==> config.mk <==
export PLATFORM = sky130hd
export DESIGN_NAME = conv_out_packer_flat
export DESIGN_NICKNAME = d
export VERILOG_FILES = /design/src/rtl/conv_out_packer_if.sv /design/src/rtl/conv_out_packer.sv /design/src/flat_wrapper.sv
export SDC_FILE = /design/constraint.sdc
export NUM_CORES = 1
export LEC_CHECK = 0
export ABC_AREA = 1
export ABC_CLOCK_PERIOD_IN_PS = 7160
export CORE_ASPECT_RATIO = 0.6
export CORE_MARGIN = 5
export CORE_UTILIZATION = 30
export DETAILED_ROUTE_END_ITERATION = 7
export DONT_BUFFER_PORTS = 1
export SETUP_SLACK_MARGIN = 0.05
export SLEW_MARGIN = 10
export SYNTH_ARGS = -nofsm -noshare
export SYNTH_HDL_FRONTEND = slang
export SYNTH_SLANG_ARGS = --single-unit
==> constraint.sdc <==
create_clock -name clk -period 7.16 [get_ports clk]
set_clock_uncertainty 0.2 [all_clocks]
set_input_delay 1.074 -clock clk [delete_from_list [all_inputs] [get_ports clk]]
set_output_delay 1.074 -clock clk [all_outputs]
set_load 0.01 [all_outputs]
==> src/rtl/conv_out_packer_if.sv <==
// Result stream and packed-word memory write port of the convolution output packer.
// The master side is the packer; the slave side is the MAC datapath plus memory.
interface conv_out_packer_if #(
  parameter int ACC_W  = 32,
  parameter int PIX_W  = 8,
  parameter int PACK   = 4,
  parameter int ADDR_W = 16
);
  logic                    res_valid;
  logic [ACC_W-1:0]        res_data;
  logic                    res_ready;
  logic                    mem_wr_req;
  logic [ADDR_W-1:0]       mem_wr_addr;
  logic [PACK*PIX_W-1:0]   mem_wr_data;
  logic                    mem_wr_ack;

  modport master (
    input  res_valid, res_data, mem_wr_ack,
    output res_ready, mem_wr_req, mem_wr_addr, mem_wr_data
  );

  modport slave (
    output res_valid, res_data, mem_wr_ack,
    input  res_ready, mem_wr_req, mem_wr_addr, mem_wr_data
  );
endinterface

==> src/rtl/conv_out_packer.sv <==
// Requantizes signed MAC results to unsigned pixels, packs PACK pixels per word and
// writes the words to consecutive addresses through a 2-entry queue.
module conv_out_packer #(
  parameter int ACC_W  = 32,
  parameter int PIX_W  = 8,
  parameter int PACK   = 4,
  parameter int SHIFT  = 8,
  parameter int ADDR_W = 16
) (
  input  logic                clk,
  input  logic                rst,
  input  logic                start,
  input  logic [ADDR_W-1:0]   base_addr,
  input  logic                flush,
  conv_out_packer_if.master   bus,
  output logic                busy,
  output logic                done,
  output logic [ADDR_W-1:0]   words_written
);
  localparam int LANE_W = (PACK > 1) ? $clog2(PACK) : 1;
  localparam logic [LANE_W-1:0] LAST_LANE = LANE_W'(PACK - 1);
  localparam logic signed [ACC_W-1:0] PIX_MAX = ACC_W'((1 << PIX_W) - 1);

  typedef enum logic [1:0] {IDLE, RUN, FLUSH} state_t;

  state_t                        state, state_next;
  logic [PACK-1:0][PIX_W-1:0]    partial, packed_word;
  logic [LANE_W-1:0]             lane;
  logic [ADDR_W-1:0]             next_addr;
  logic [ADDR_W-1:0]             q_addr [2];
  logic [PACK*PIX_W-1:0]         q_data [2];
  logic                          rd_ptr, wr_ptr;
  logic [1:0]                    count;
  logic signed [ACC_W-1:0]       shifted;
  logic [PIX_W-1:0]              pix;
  logic                          accept, push, pop, q_full, q_empty;
  logic [PACK*PIX_W-1:0]         push_data;

  assign q_full          = (count == 2'd2);
  assign q_empty         = (count == 2'd0);
  assign bus.res_ready   = (state == RUN) && !q_full;
  assign accept          = bus.res_valid && bus.res_ready;
  assign pop             = !q_empty && bus.mem_wr_ack;
  assign bus.mem_wr_req  = !q_empty;
  assign bus.mem_wr_addr = q_addr[rd_ptr];
  assign bus.mem_wr_data = q_data[rd_ptr];
  assign busy            = (state != IDLE);

  always_comb begin
    shifted = $signed(bus.res_data) >>> SHIFT;
    if (shifted < 0)
      pix = '0;
    else if (shifted > PIX_MAX)
      pix = '1;
    else
      pix = shifted[PIX_W-1:0];
  end

  // A word is pushed either when its last lane fills, or in FLUSH as a zero-padded partial.
  always_comb begin
    packed_word       = partial;
    packed_word[lane] = pix;
    push              = 1'b0;
    push_data         = packed_word;
    if (accept && lane == LAST_LANE) begin
      push = 1'b1;
    end else if (state == FLUSH && lane != '0 && !q_full) begin
      push      = 1'b1;
      push_data = partial;
    end
  end

  always_ff @(posedge clk or posedge rst) begin
    if (rst)
      state <= IDLE;
    else
      state <= state_next;
  end

  always_comb begin
    state_next = state;
    done       = 1'b0;
    case (state)
      IDLE:    if (start) state_next = RUN;
      RUN:     if (flush) state_next = FLUSH;
      FLUSH: begin
        if (lane == '0 && q_empty) begin
          state_next = IDLE;
          done       = 1'b1;
        end
      end
      default: state_next = IDLE;
    endcase
  end

  always_ff @(posedge clk or posedge rst) begin
    if (rst) begin
      lane          <= '0;
      partial       <= '0;
      next_addr     <= '0;
      words_written <= '0;
      rd_ptr        <= 1'b0;
      wr_ptr        <= 1'b0;
      count         <= 2'd0;
      for (int i = 0; i < 2; i++) begin
        q_addr[i] <= '0;
        q_data[i] <= '0;
      end
    end else if (state == IDLE && start) begin
      next_addr     <= base_addr;
      lane          <= '0;
      partial       <= '0;
      words_written <= '0;
      rd_ptr        <= 1'b0;
      wr_ptr        <= 1'b0;
      count         <= 2'd0;
    end else begin
      if (accept) begin
        if (lane == LAST_LANE) begin
          lane    <= '0;
          partial <= '0;
        end else begin
          lane    <= lane + LANE_W'(1);
          partial <= packed_word;
        end
      end else if (state == FLUSH && push) begin
        lane    <= '0;
        partial <= '0;
      end
      if (push) begin
        q_addr[wr_ptr] <= next_addr;
        q_data[wr_ptr] <= push_data;
        wr_ptr         <= ~wr_ptr;
        next_addr      <= next_addr + ADDR_W'(1);
      end
      if (pop) begin
        rd_ptr        <= ~rd_ptr;
        words_written <= words_written + ADDR_W'(1);
      end
      case ({push, pop})
        2'b10:   count <= count + 2'd1;
        2'b01:   count <= count - 2'd1;
        default: count <= count;
      endcase
    end
  end
endmodule
==> src/flat_wrapper.sv <==
// flat-port wrapper written by rule: the top's interface ports become plain ports
module conv_out_packer_flat 
#(
  parameter int ACC_W  = 32,
  parameter int PIX_W  = 8,
  parameter int PACK   = 4,
  parameter int SHIFT  = 8,
  parameter int ADDR_W = 16
)
  (clk, rst, start, base_addr, flush, busy, done, words_written, bus_res_valid, bus_res_data, bus_mem_wr_ack, bus_res_ready, bus_mem_wr_req, bus_mem_wr_addr, bus_mem_wr_data);
  conv_out_packer_if #(.ACC_W(ACC_W), .PIX_W(PIX_W), .PACK(PACK), .ADDR_W(ADDR_W)) bus_i ();
  input  logic clk;
  input  logic rst;
  input  logic start;
  input  logic [ADDR_W-1:0] base_addr;
  input  logic flush;
  output logic busy;
  output logic done;
  output logic [ADDR_W-1:0] words_written;
  input wire logic [$bits(bus_i.res_valid)-1:0] bus_res_valid;
  input wire logic [$bits(bus_i.res_data)-1:0] bus_res_data;
  input wire logic [$bits(bus_i.mem_wr_ack)-1:0] bus_mem_wr_ack;
  output wire logic [$bits(bus_i.res_ready)-1:0] bus_res_ready;
  output wire logic [$bits(bus_i.mem_wr_req)-1:0] bus_mem_wr_req;
  output wire logic [$bits(bus_i.mem_wr_addr)-1:0] bus_mem_wr_addr;
  output wire logic [$bits(bus_i.mem_wr_data)-1:0] bus_mem_wr_data;
  assign bus_i.res_valid = bus_res_valid;
  assign bus_i.res_data = bus_res_data;
  assign bus_i.mem_wr_ack = bus_mem_wr_ack;
  assign bus_res_ready = bus_i.res_ready;
  assign bus_mem_wr_req = bus_i.mem_wr_req;
  assign bus_mem_wr_addr = bus_i.mem_wr_addr;
  assign bus_mem_wr_data = bus_i.mem_wr_data;
  conv_out_packer #(.ACC_W(ACC_W), .PIX_W(PIX_W), .PACK(PACK), .SHIFT(SHIFT), .ADDR_W(ADDR_W)) u_core (.clk(clk), .rst(rst), .start(start), .base_addr(base_addr), .flush(flush), .bus(bus_i), .busy(busy), .done(done), .words_written(words_written));
endmodule
==> results of run 1 <==
-- flip-flops by register name, summed over array words and instances (netlist names) --
name,count
u_core.partial,32
u_core.count,2
u_core.wr_ptr,1
u_core.rd_ptr,1
u_core.state,2
u_core.q_data,64
u_core.words_written,16
u_core.lane,2
u_core.q_addr,32
u_core.next_addr,16
-- Yosys cell counts --
cell | count | area share [%]
a211oi_1 | 1 | 0.088
a21oi_1 | 9 | 0.53
a31oi_1 | 1 | 0.074
and2_1 | 1 | 0.074
buf_1 | 3 | 0.13
buf_2 | 15 | 0.88
buf_4 | 6 | 0.53
buf_6 | 5 | 0.66
clkbuf_1 | 17 | 0.75
clkinv_1 | 1 | 0.044
dfrtp_1 | 168 | 49
ha_1 | 6 | 0.88
inv_1 | 87 | 3.8
inv_2 | 2 | 0.088
inv_4 | 3 | 0.22
nand2_1 | 495 | 22
nand2_2 | 1 | 0.074
nand3_1 | 117 | 6.9
nand3_2 | 1 | 0.12
nand4_1 | 9 | 0.66
nor2_1 | 48 | 2.1
nor2_2 | 4 | 0.29
nor2_8 | 2 | 0.47
nor3_1 | 10 | 0.59
nor3_2 | 1 | 0.12
o211ai_1 | 12 | 1.1
o21ai_0 | 54 | 3.2
o21ai_1 | 17 | 1.0
o21ai_2 | 16 | 1.6
o22ai_1 | 1 | 0.074
or2_2 | 14 | 1.0
xor2_1 | 7 | 0.72
-- layout make-up --
cell class,instances,share of cell area (%)
clock buffers,17,4.54
well taps,367,4.90
clock inverters,15,1.95
repair buffers,4,0.321
flip-flops and latches,168,44.9
inverters,93,3.86
multi-input cells,827,39.5
-- worst max-delay path: stages (launching register included) --
cell and delay [ps]:
dfrtp_1 380, inv_1 90, ha_1 230, clkinv_1 270
nand3_2 610, nand2_2 580, inv_4 150, nor2_8 550
inv_4 450, nand2_1 200, o21ai_2 60
-- per-layer routing --
| layer | up-vias | GRT usage, % |
|---|---|---|
| li1 | 3542 | - |
| met1 | 3382 | 24.2 |
| met2 | 156 | 20.6 |
| met3 | 20 | 5.46 |
| met4 | 0 | 3.52 |
| met5 | - | 0 |
-- worst paths after layout --
| kind | startpoint | cells after the start | endpoint | slack [ps] |
|---|---|---|---|---|
| min | u_core.q_data[40] | 2 | u_core.q_data[40] | 280 |
| max in group asynchronous | rst | 2 | u_core.rd_ptr | 4880 |
| max reg2reg | u_core.lane[0] | 10 | u_core.q_addr[23] | 3230 |
| min in group asynchronous | rst | 1 | u_core.state[0] | 510 |
| max | u_core.lane[0] | 10 | u_core.q_addr[23] | 3230 |
| min reg2reg | u_core.q_data[40] | 2 | u_core.q_data[40] | 280 |
-- power groups by stage --
| stage | registers (mW) | logic [mW] | clock network [mW] |
|---|---|---|---|
| floorplan | 1.35 | 0.962 | 0 |
| global placement | 1.39 | 1.27 | 0 |
| detailed placement | 1.40 | 1.30 | 0 |
| CTS | 1.38 | 1.30 | 1.00 |
| global route | 1.42 | 1.47 | 1.04 |
| finish | 1.38 | 1.28 | 0.977 |
-- cell families (layout without fill, tap and decap cells) --
logic type / Yosys count / in the layout / synth area share (%)
flip-flops: 168 / 168 / 49.4
adder cells (fa/ha/maj): 6 / 6 / 0.882
buffers and inverters: 139 / 129 / 7.14
XOR/XNOR: 7 / 7 / 0.720
AO/OA/AOI/OAI: 111 / 111 / 7.64
AND/OR/NAND/NOR: 703 / 703 / 34.2
-- metrics by stage --
step	hold WS [ps]	cell area, µm²	power, mW	cells	utilization [%]
floorplan	249	8510	2.31	1134	-
global placement	261	8760	2.66	1459	31.6
detailed placement	265	8760	2.69	1459	31.6
CTS	285	9370	3.68	1491	33.7
global route	298	9370	3.92	1491	33.7
finish	281	9370	3.63	1491	33.7
==> reports/metrics.csv, run 1 <==
stage,metric,value,unit
outcome,status,completed,
clocking,CTS sink cnt,168,
drt,DR iter-0 viols,448,
drt,DRT Pass-1 Iters,5,
layout,"commonest non-fill, non-tap cell in the layout",nand2_1,
synthesis,syn nets,1194,
clocking,register clock-pin slew on the reported worst setup and hold paths,70,ps
synthesis,mean post-synth cell area,7.51,µm²
layout,Reg area,4210,µm²
layout,most frequent cells in the layout,"nand2_1, dfrtp_1, nand3_1",
synthesis,Cell variety after synth,32,
floorplan,IO Count,122,
power,Sw Share,43.0,%
power,Pint,2.07,mW
clocking,Clock Latency Late Sink,450,ps
power,Flop pwr share,38.0,%
drt,Detailed Route WL,24.5,mm
sta,Worst Tran Pin Value,1040,ps
layout,number of diodes,0,
grt,vias in the first global route,6719,
floorplan,Rows,47,
sta,Final Hold Fails,0,
placement,Place WS,3170,ps
power,Clock power frac,26.9,%
floorplan,die area,32000,µm²
power,Switch Pwr,1.56,mW
setup_path,critical path class,reg2reg,
flow_run,Max Cap Viol,0,
drt,routed vias,7100,
synthesis,number of synthesized register bits,168,
clocking,Root Buffer Master,clkbuf_16,
power,Comb pwr share,35.1,%
drt,DR top layer,met4,
drt,ANT nets after route,0,
grt,pin count of the biggest net entering global routing,111,
sta,Worst slew margin,30.4,%
clocking,H-tree levels,4,
grt,GRT Util Overall,15.6,%
synthesis,Cells after Synth,1134,
setup_path,Worst EP arrival,4050,ps
clocking,clock buffer count from CTS,17,
synthesis,Post-Syn Area,8510,µm²
power,power per cell area,388,nW/µm²
layout,nets,1171,
setup_path,crit start category,register,
floorplan,die height,140,µm
layout,Syn-to-layout area delta,10.0,%
layout,Layout fillers,2967,
drt,Metal-1 WL,12.8,mm
power,VDD IR max,0.211,mV
clocking,"Setup Fix Bufs, Post-CTS",0,
clocking,hold-fix buffers at CTS,0,
sta,Finish-stage setup viols,0,
layout,fraction of layout cells with a size suffix above 1,7.30,%
clocking,Max clock buf depth,2,
floorplan,Placeable Area,27800,µm²
placement,placer congestion estimate,0.791,
drt,DRC errors left,0,
grt,total global routing overflow,0,
grt,initial antenna violation count,0,
setup_path,Crit path required time,7280,ps
sta,worst setup margin,3230,ps
sta,Max Slew Vio Count,0,
drt,met2 wire length,9.69,mm
floorplan,Initial Utilization,30.7,%
sta,TNS Setup,0,ps
sta,Max Fclk,0.255,GHz
clocking,post-CTS resize count,0,
setup_path,Crit Path Max Fanout,54,
grt,first-pass GRT wire length,39.2,mm
clocking,CTS tree,done,
sta,minimum clock period,3930,ps
synthesis,"Seq/Total Area, Yosys",49.4,%
drt,Routed WL per cell,16.4,µm
placement,Port Buffers,0,
drt,vias per std cell,4.76,
synthesis,Synth warnings,0,
sta,period utilization,54.9,%
power,Pleak,4.78,nW
worst_hold_path,HP Class,reg2reg,
drt,met3 wire len,1.68,mm
layout,area taken by multi-input logic gates,3700,µm²
placement,Detailed Place HPWL,16.5,mm
floorplan,Die W,227,µm
setup_path,kind of end point of the critical path,register,
sta,unrepaired setup endpoints after global routing,no,
Power figures use the tool's default switching activity.
==> inputs of run 2 (changes only) <==
--- a/config.mk
+++ b/config.mk
@@ -6,7 +6,7 @@
 export NUM_CORES = 1
 export LEC_CHECK = 0
 export ABC_AREA = 1
-export ABC_CLOCK_PERIOD_IN_PS = 7160
+export ABC_CLOCK_PERIOD_IN_PS = 3550
 export CORE_ASPECT_RATIO = 0.6
 export CORE_MARGIN = 5
 export CORE_UTILIZATION = 30
==> constraint.sdc (replaced) <==
create_clock -name clk -period 3.55 [get_ports clk]
set_clock_uncertainty 0.2 [all_clocks]
set_input_delay 0.5325 -clock clk [delete_from_list [all_inputs] [get_ports clk]]
set_output_delay 0.5325 -clock clk [all_outputs]
set_load 0.01 [all_outputs]
==> run 2 against run 1 <==
Compared with the run above:
- global-route usage fell by 0.57 points
- register-to-register slack worse by 2600 ps
- critical path depth did not move
- sequential power up 110%
- hold slack lost 250 ps
- via count grew 0.20%
- worst setup slack lost 2600 ps
- combinational power increased by 99%
- first-iteration DRC count increased by 45%
- largest power group unchanged
==> reports/metrics.csv, run 2 (synthesis results as in run 1) <==
stage,metric,value,unit,change
sta,worst setup margin,658,ps,-2570 ps
setup_path,crit-path cells,inv_1 -> nand2_1 -> nor3_2 -> nand2_1 -> nand2_2 -> inv_4 -> nor2_8 -> inv_4 -> nand2_1 -> o21ai_1,,
sta,period utilization,81.5,%,+27 points
floorplan,Rows,47,,unchanged
setup_path,crit start category,register,,
floorplan,die area,32000,µm²,unchanged
worst_hold_path,HP Class,in2reg,,
sta,TNS Setup,0,ps,unchanged
floorplan,die height,140,µm,unchanged
sta,minimum clock period,2890,ps,-1040 ps
clocking,post-CTS resize count,0,,unchanged
setup_path,WP buf/inv,3,,-1
setup_path,"slowest stage cell, crit path",nor2_8,,
floorplan,Placeable Area,27800,µm²,unchanged
clocking,clock buffer count from CTS,17,,unchanged
layout,Syn-to-layout area delta,11.1,%,
setup_path,Crit Path Max Fanout,64,,+19%
layout,Layout fillers,2938,,-0.98%
grt,GRT Util Overall,15.1,%,-0.57 points
sta,Max Fclk,0.346,GHz,+36%
grt,total global routing overflow,0,,unchanged
setup_path,kind of end point of the critical path,register,,
grt,first-pass GRT wire length,37.9,mm,-3.3%
sta,Worst Tran Pin Value,849,ps,-194 ps
clocking,CTS sink cnt,168,,unchanged
drt,ANT nets after route,0,,unchanged
drt,Detailed Route WL,24.0,mm,-1.7%
setup_path,crit-path max cell delay,490,ps,-120 ps
clocking,hold-fix buffers at CTS,2,,+2
setup_path,Crit path required time,3640,ps,-3640 ps
worst_hold_path,Hold Path Depth,2,,unchanged
drt,DRC errors left,0,,unchanged
clocking,Root Buffer Master,clkbuf_16,,
setup_path,CP dominant cell by count,nand2_1,,
drt,DR iter-0 viols,650,,+45%
placement,Place WS,643,ps,-2530 ps
setup_path,Worst Reg-to-Reg Cells,10,,unchanged
power,Pleak,4.82,nW,+0.82%
drt,vias per std cell,4.74,,-0.40%
clocking,"Setup Fix Bufs, Post-CTS",0,,unchanged
clocking,register clock-pin slew on the reported worst setup and hold paths,80,ps,about the same
power,Power Total,7.32,mW,+100%
clocking,Max clock buf depth,2,,unchanged
grt,initial antenna violation count,0,,unchanged
drt,met3 wire len,1.86,mm,+11%
layout,largest registers,"u_core.q_data: 64 flops, u_core.partial: 32 flops, u_core.q_addr: 32 flops",,
power,power per cell area,774,nW/µm²,+100%
grt,pin count of the biggest net entering global routing,79,,-29%
placement,Port Buffers,0,,unchanged
layout,nets,1180,,+0.77%
outcome,status,completed,,
sta,Worst slew margin,43.3,%,+13 points
setup_path,Worst EP arrival,2980,ps,-1070 ps
sta,Final Hold Fails,0,,unchanged
floorplan,Die W,227,µm,unchanged
layout,number of diodes,0,,unchanged
drt,Routed WL per cell,16.0,µm,-2.3%
setup_path,Top delay family on crit path,simple AND/OR/NAND/NOR gates,,
drt,met2 wire length,9.51,mm,-1.9%
drt,DR top layer,met4,,
power,VDD IR max,0.428,mV,+100%
clocking,H-tree levels,4,,unchanged
layout,most frequent cells in the layout,"nand2_1, dfrtp_1, nand3_1",,
drt,routed vias,7114,,+0.20%
setup_path,critical path class,reg2reg,,
layout,max reg flops,64,,unchanged
placement,placer congestion estimate,0.806,,+2.0%
layout,fraction of layout cells with a size suffix above 1,7.86,%,+0.56 points
layout,"commonest non-fill, non-tap cell in the layout",nand2_1,,
placement,Detailed Place HPWL,16.6,mm,+1.0%
clocking,Clock Latency Late Sink,440,ps,about the same
clocking,CTS tree,done,,
grt,vias in the first global route,6448,,-4.0%
sta,Max Slew Vio Count,0,,unchanged
drt,Metal-1 WL,12.5,mm,-2.8%
sta,unrepaired setup endpoints after global routing,no,,
setup_path,CP Depth,10,,unchanged
layout,Reg with most FFs,u_core.q_data,,
flow_run,Max Cap Viol,0,,unchanged
sta,Finish-stage setup viols,0,,unchanged
drt,DRT Pass-1 Iters,5,,unchanged
floorplan,IO Count,122,,unchanged
floorplan,Initial Utilization,30.7,%,unchanged
-- run 2: changes by cell type in the layout (fill, tap and decap cells not counted), sizes merged --
| cell | delta |
|---|---|
| clkinv | +3 |
| buf | +7 |
| inv | -4 |
| bufinv | -1 |
| clkbuf | +1 |
| dlygate4sd3 | +2 |
| clkinvlp | +1 |
-- run 2: final timing paths --
path                                   endpoint  slack [ps]             start
min reg2reg                    u_core.q_data[3]         280  u_core.q_data[3]
max reg2reg                   u_core.q_addr[15]         660   u_core.state[1]
min in group asynchronous     u_core.q_data[50]         540               rst
max                           u_core.q_addr[15]         660   u_core.state[1]
min                         u_core.next_addr[8]          30      base_addr[8]
max in group asynchronous  u_core.next_addr[12]        1650               rst
-- run 2: metal layers --
| layer | vias to the layer above | track usage, % |
|---|---|---|
| met3 | 13 | 5.21 |
| met4 | 0 | 3.02 |
| met2 | 173 | 19.8 |
| met1 | 3366 | 23.5 |
| met5 | - | 0 |
| li1 | 3562 | - |
-- run 2: area by class of cell --
class                      instances  area (µm²)  share of cell area (%)
clock buffer                      18         439                    4.64
tap                              367         459                    4.85
timing repair buffer              13         115                    1.22
clock inverter                    14         180                    1.90
sequential                       168        4210                    44.4
multi-input combinational        827        3700                    39.1
inverter                          93         360                    3.81
-- run 2: where the power goes --
| part | switching (mW) | internal (mW) | total [mW] |
|---|---|---|---|
| sequential | 0.414 | 2.43 | 2.84 |
| combinational | 1.85 | 0.699 | 2.55 |
| clock | 0.900 | 1.03 | 1.93 |
| total | 3.16 | 4.16 | 7.32 |
-- run 2: through the flow --
stage / hold WS, ps / cells / area [µm²] / utilization, %
CTS: 10.3 / 1500 / 9460 / 34.1
global route: 17.6 / 1500 / 9460 / 34.1
finish: 28.1 / 1500 / 9460 / 34.1
floorplan: 249 / 1134 / 8520 / -
detailed placement: 265 / 1466 / 8820 / 31.8
global placement: 261 / 1466 / 8820 / 31.8
